File: src/rtl/fxp8s_pe_seq.sv
// fxp8s_pe_seq: command sequencer / result collector around one fxp8s_pe.
// Ports: clk, rstn (async low); cmd_* command in (len, weight);
//   act_* activation stream; pe_* PE load/mul/done/readout protocol;
//   res_* per-command delta of the PE accumulator out (valid/ready).
module fxp8s_pe_seq #(
   parameter int LEN_W = 4,
   parameter int DRAIN = 2
) (
   input  logic             clk,
   input  logic             rstn,
   input  logic             cmd_valid,
   output logic             cmd_ready,
   input  logic [LEN_W-1:0] cmd_len,
   input  logic [7:0]       cmd_weight,
   input  logic             act_valid,
   output logic             act_ready,
   input  logic [7:0]       act_data,
   output logic             pe_en_in,
   output logic             pe_in_buf,
   output logic [7:0]       pe_in_data,
   output logic             pe_in_done,
   input  logic             pe_en_out,
   output logic             pe_rdy_out,
   input  logic [7:0]       pe_out_data,
   output logic             res_valid,
   input  logic             res_ready,
   output logic [7:0]       res_data
);

   localparam int DW = (DRAIN < 2) ? 1 : $clog2(DRAIN + 1);

   typedef enum logic [2:0] {
      S_IDLE,
      S_LOAD,
      S_STREAM,
      S_DRAIN,
      S_COLLECT,
      S_RESP
   } state_t;

   state_t           state;
   state_t           state_n;
   logic [LEN_W-1:0] len_r;
   logic [7:0]       wt_r;
   logic [LEN_W-1:0] cnt;
   logic [DW-1:0]    dcnt;
   logic [7:0]       base;
   logic [7:0]       res_r;
   logic             last;

   assign last = (cnt == len_r - LEN_W'(1));

   always_ff @(posedge clk or negedge rstn) begin
      if (!rstn) state <= S_IDLE;
      else       state <= state_n;
   end

   always_comb begin
      state_n    = state;
      cmd_ready  = 1'b0;
      act_ready  = 1'b0;
      pe_en_in   = 1'b0;
      pe_in_buf  = 1'b0;
      pe_in_data = 8'h00;
      pe_in_done = 1'b0;
      pe_rdy_out = 1'b0;
      res_valid  = 1'b0;
      res_data   = 8'h00;
      unique case (state)
         S_IDLE: begin
            cmd_ready = 1'b1;
            if (cmd_valid)
               state_n = (cmd_len == '0) ? S_RESP : S_LOAD;
         end
         S_LOAD: begin
            pe_en_in   = 1'b1;
            pe_in_buf  = 1'b1;
            pe_in_data = wt_r;
            state_n    = S_STREAM;
         end
         S_STREAM: begin
            act_ready  = 1'b1;
            pe_en_in   = act_valid;
            pe_in_data = act_data;
            pe_in_done = act_valid & last;
            if (act_valid && last) state_n = S_DRAIN;
         end
         S_DRAIN: begin
            if (dcnt == DW'(1)) state_n = S_COLLECT;
         end
         S_COLLECT: begin
            pe_rdy_out = pe_en_out;
            if (pe_en_out) state_n = S_RESP;
         end
         S_RESP: begin
            res_valid = 1'b1;
            res_data  = res_r;
            if (res_ready) state_n = S_IDLE;
         end
         default: state_n = S_IDLE;
      endcase
   end

   // The PE accumulator is never cleared, so each result is the delta
   // against the previous readout held in base.
   always_ff @(posedge clk or negedge rstn) begin
      if (!rstn) begin
         len_r <= '0;
         wt_r  <= 8'h00;
         cnt   <= '0;
         dcnt  <= '0;
         base  <= 8'h00;
         res_r <= 8'h00;
      end else begin
         unique case (state)
            S_IDLE: begin
               if (cmd_valid) begin
                  len_r <= cmd_len;
                  wt_r  <= cmd_weight;
                  if (cmd_len == '0) res_r <= 8'h00;
               end
            end
            S_LOAD: cnt <= '0;
            S_STREAM: begin
               if (act_valid) begin
                  cnt <= cnt + LEN_W'(1);
                  if (last) dcnt <= DW'(DRAIN);
               end
            end
            S_DRAIN: dcnt <= dcnt - DW'(1);
            S_COLLECT: begin
               if (pe_en_out) begin
                  res_r <= pe_out_data - base;
                  base  <= pe_out_data;
               end
            end
            default: ;
         endcase
      end
   end

endmodule

File: config.mk
export PLATFORM = sky130hd
export DESIGN_NAME = fxp8s_pe_seq
export DESIGN_NICKNAME = d
export VERILOG_FILES = /design/src/rtl/fxp8s_pe_seq.sv
export SDC_FILE = /design/constraint.sdc
export NUM_CORES = 1
export LEC_CHECK = 0
export CAP_MARGIN = 10
export CORE_ASPECT_RATIO = 1.2
export CORE_MARGIN = 3
export CORE_UTILIZATION = 40
export DETAILED_ROUTE_END_ITERATION = 7
export PLACE_DENSITY_LB_ADDON = 0.1
export SLEW_MARGIN = 5
export SYNTH_ARGS = -nofsm -noshare
export SYNTH_HDL_FRONTEND = slang
export SYNTH_SLANG_ARGS = --single-unit
File: constraint.sdc
create_clock -name clk -period 6 [get_ports clk]
set_input_delay 1.2 -clock clk [delete_from_list [all_inputs] [get_ports clk]]
set_output_delay 1.2 -clock clk [all_outputs]
set_load 0.005 [all_outputs]
# Yosys cells after proc, flatten, opt, wreduce, memory -nomap -nowiden
# Index checks and enable logic that the tools add are counted.
dict set report word_totals {
  reg_bits 37
  out_inout_bits 23
  in_bits 34
}
dict set report classes {
  muxes 25
  n_bitwise 1
  reduce_logical 12
  eq_ne 15
  add_sub_neg 4
}
# operator n
set ops {}
lappend ops {{two-way mux 8 bit} 4}
lappend ops {{case mux 8 bit (2 select lines)} 2}
lappend ops {{two-way mux 3 bit} 6}
lappend ops {{case mux 3 bit (6 select lines)} 1}
lappend ops {{inequality test 2 bit (second input constant)} 8}
lappend ops {{case mux 4 bit (2 select lines)} 1}
lappend ops {{subtractor 8 bit} 1}
lappend ops {{equality test 3 x 2 -> 1 bit (second input constant)} 2}
lappend ops {{equality test 3 bit (second input constant)} 2}
lappend ops {{two-way mux 1 bit} 6}
lappend ops {{AND reduction 2 bit} 3}
lappend ops {{nonzero test 2 bit} 3}
lappend ops {{AND reduction 5 bit} 1}
lappend ops {{adder 4 x 1 -> 4 bit (second input constant)} 1}
lappend ops {{equality test 4 bit} 1}
lappend ops {{logical NOT 4 bit} 1}
lappend ops {{two-way mux 2 bit} 2}
lappend ops {{two-way mux 4 bit} 1}
lappend ops {{case mux 2 bit (2 select lines)} 1}
lappend ops {{AND reduction 4 bit} 1}
lappend ops {{subtractor 4 x 1 -> 4 bit (second input constant)} 1}
lappend ops {{equality test 3 x 1 -> 1 bit (second input constant)} 1}
lappend ops {{logical NOT 3 bit} 1}
lappend ops {{AND reduction 3 bit} 1}
lappend ops {{5 further kinds} 5}

# Logic depth before layout (Yosys ltp)
dict set report logic_depth {
  word_depth 5
  ltp_mapped 9
  mapped_depth_nobuf 9
}

# Worst setup path after synthesis
# OpenSTA, ideal clock, no wires.
dict set report synth_path {
  path_type {in2out}
  startpoint {input port pe_en_out}
  endpoint {output port pe_rdy_out}
  slack_ns 3.115
  path_stages 3
  required_ns 4.800
  n_path_buf 1
  arrival_ns 1.685
  path_cell_list {nand2_1 > nor2_1 > clkbuf_1}
}
dict set report synth_between {
  elab_chain_cells 1
}
# item line
set synth_lines {}
lappend synth_lines {{start, declared} 22} ;# input logic pe_en_out,
lappend synth_lines {{two-way mux 1 bit} 69} ;# unique case (state)
lappend synth_lines {{end, declared} 23} ;# output logic pe_rdy_out,
# No other way between the ends.

# Final worst setup path
dict set report layout_path {
  startpoint {input port act_valid}
  endpoint {output port pe_in_done}
}
dict set report layout_between {
  elab_chain_cells 2
}
# item line
set layout_lines {}
lappend layout_lines {{start, declared} 15} ;# input logic act_valid,
lappend layout_lines {{AND 1 bit} 85} ;# pe_in_done = act_valid & last;
lappend layout_lines {{two-way mux 1 bit} 69}
lappend layout_lines {{end, declared} 21} ;# output logic pe_in_done,
# No other way between the ends.

==> flow_metrics.tcl <==
set metrics [dict create \
    route.detailed.drc 0 \
    synth_cells 210 \
    cts_made_buffers 5 \
    place.port_buffers 56 \
    run_status "finished, final reports clean" \
    first_pass_iters 4 \
    drt_iter0_drc 52 \
    regToRegStartpoint "state[0]$_DFFE_PN0P_" \
    core_area_sq_mm 0.00504 \
    clk_latency_ns 0.29 \
    seq_area_frac_synth_pct 43.6 \
    tns_ns 0 \
    overflow 0 \
    synth_nets 255 \
    grt.total_usage_pct 15.3 \
    leakagePower_nw 1.23 \
    io_pins 57 \
    cp-end-kind "output pin" \
    slew_headroom_pct 44.4 \
    hold_start "dcnt[0]$_DFFE_PN0P_" \
    ant_nets 0 \
    max_slew.worst_pin.slew_ns 0.833 \
    cp-startpoint "act_valid" \
    critical_path_class "in2out" \
    die_x_um 72.5 \
    rsz0062_at_grt "false" \
    hold_path.class "reg2reg" \
    period_needed_ns 4.03 \
    syn_area_sq_mm 0.00212 \
    die_h_um 85.8 \
    start_util_pct 42.1 \
    dieArea_sq_mm 0.00622 \
    setup_viol_count_final 0 \
    cap_violations 0 \
    final-hold-violation-count 0 \
    cp_cell_sequence "clkdlybuf4s50_1, nand3_1, nor3_1, and2_1, clkdlybuf4s50_1" \
    cts_tree "built" \
    place_congestion 0.782 \
    clockBufferDepth 2 \
    grt_pass1_wl_um 7470 \
    yosys_warnings 0 \
    synth_top_flop_cell "dfrtp_1" \
    fin_skew_ns 0.0101 \
    wl_per_cell_um 13.5 \
    vias_per_cell 5.05 \
    syn2layout_area_growth_pct 31.6 \
    vdd_drop_max_uv 197 \
    routed_wl_um 4390 \
    nFillCells 479 \
    cts_root_buf "clkbuf_8" \
    antenna_found_initial 0 \
    diodes 0 \
    drv_slew 0 \
    post_cts_resized 0 \
    regArea_sq_um 926 \
    grt_pass1_vias 1644 \
    cp_slowest_cell "clkdlybuf4s50_1" \
    worst_ep_arrival_time_ns 2.83 \
    synth.distinct_cells 44 \
    synth_edf_count 0 \
    start_kind "primary input" \
    crit_path_max_fanout 4 \
    vias 1642 \
    fin_nets 309 \
    slowest_delay_ns 0.56 \
    timing.final.ws_setup_ns 1.97 \
    htree_levels 2 \
    drive_gt1_share_pct 9.81 \
    clk_pin_slew_worst_paths_ns 0.07 \
    cts.sinks 37 \
    postSynthAreaPerCell_sq_um 10.1 \
    async_reset_ff_share_pct 100 \
    max_freq_mhz 248 \
    hold_buffers 0 \
    multi_input_area_sq_mm 0.00109 \
    required_ns 4.80 \
    dpl_worst_slack_ns 1.96 \
    timing.final.crit_share_pct 67.2 \
    hpwl_um 3290 \
    grt_max_degree 38 \
    powerDensity_mw_per_mm2 449 \
    post_cts_buffers 0 \
    num_rows 28 \
    crit_top_cell "clkdlybuf4s50_1" \
    synth_seq_cells 37 \
]
[report_power, final]
part	switching [mW]	total, mW	internal (mW)
Sequential	0.0838	0.448	0.364
Clock	0.0902	0.170	0.0801
Combinational	0.277	0.637	0.360
Total	0.451	1.26	0.804
[flip-flops by register name (all words and copies together) (netlist names)]
signal and cells:
wt_r 8, dcnt 2, res_r 8, state 3, cnt 4, base 8, len_r 4
[placed cells by master, fill, tap and decap left out, types with 2 or more instances in the layout]
cell type,instances
clkbuf_8,5
a22o_1,13
nor2_1,10
and2b_4,2
xnor2_1,7
clkinv_2,2
ha_1,10
nand2_1,16
nor3_1,4
dfrtp_1,37
mux2_4,6
nand3_1,9
inv_1,14
mux2_1,2
and3_1,2
a21oi_1,7
o21ai_1,2
xor2_1,5
clkdlybuf4s50_1,55
mux2_2,4
and2_1,10
o21ai_0,15
o21a_1,4
or3_1,2
[routing by layer]
metal  vias to the layer above  GRT usage, %  wire length, um
met3                         5          4.92              200
li1                        838             -                -
met2                        32          25.4             2180
met4                         0          4.36               53
met1                       767          18.8             1960
met5                         -             0                0
[worst paths after layout]
path	end	slack (ns)	cells past startpoint
worst max-delay path	pe_in_done	1.97	5
worst max register to register	wt_r[2]$_DFFE_PN0P_	3.89	4
worst min register to register	dcnt[0]$_DFFE_PN0P_	0.48	1
min in group asynchronous	len_r[3]$_DFFE_PN0P_	1.01	1
worst min-delay path	dcnt[0]$_DFFE_PN0P_	0.48	1
max in group asynchronous	dcnt[0]$_DFFE_PN0P_	4.47	1
[cell usage after synthesis, types with 2 or more instances]
library cell  number  share of area (%)
a21oi_1            7                1.6
and2_1            10                2.9
nor3_1             4               0.94
ha_1              10                5.9
mux2_2             4                2.1
buf_2              4               0.94
xnor2_1            7                2.9
nand3_1            9                2.1
nor2_1            10                1.8
clkbuf_1           4               0.71
nand2_1           16                2.8
a22o_1            13                5.4
o21ai_1            2               0.47
inv_1             14                2.5
mux2_1             2                1.1
dfrtp_1           37                 44
o21a_1             4                1.4
or3_1              2               0.59
mux2_4             6                4.2
xor2_1             5                2.1
and3_1             2               0.59
and2b_4            2               0.94
o21ai_0           15                3.5
[stage by stage]
stage / cells / hold WS [ns] / power [mW] / instance area, sq um / utilization (%)
2_1_floorplan: 210 / 0.440 / 0.897 / 2120 / -
3_3_place_gp: 317 / 0.467 / 1.09 / 2710 / 53.7
3_5_place_dp: 317 / 0.470 / 1.10 / 2710 / 53.7
4_1_cts: 325 / 0.480 / 1.27 / 2790 / 55.4
5_1_grt: 325 / 0.506 / 1.37 / 2790 / 55.4
6_report: 325 / 0.477 / 1.26 / 2790 / 55.4
[kinds of logic after synthesis]
group	count (synthesis)	synth area share, %
multiplexers	12	7.42
adder cells (fa/ha/maj)	11	6.84
buffers and inverters	25	5.19
XOR/XNOR	12	4.95
AND/OR/NAND/NOR	62	15.5
flip-flops	37	43.6
AO/OA/AOI/OAI	51	16.5
[layout make-up]
| type | count | area share, % |
|---|---|---|
| Tap cell | 60 | 2.69 |
| Timing Repair Buffer | 57 | 20.2 |
| Inverter | 15 | 2.02 |
| Sequential cell | 37 | 33.1 |
| Clock inverter | 3 | 0.627 |
| Clock buffer | 5 | 2.46 |
| Multi-Input combinational cell | 148 | 38.9 |
[worst max-delay path, delay by kind of cell]
kind,cells,cell delay [ns]
buffers and inverters,2,1.05
AND/OR/NAND/NOR,3,0.57
No activity file was read; power rests on OpenSTA's default activity.
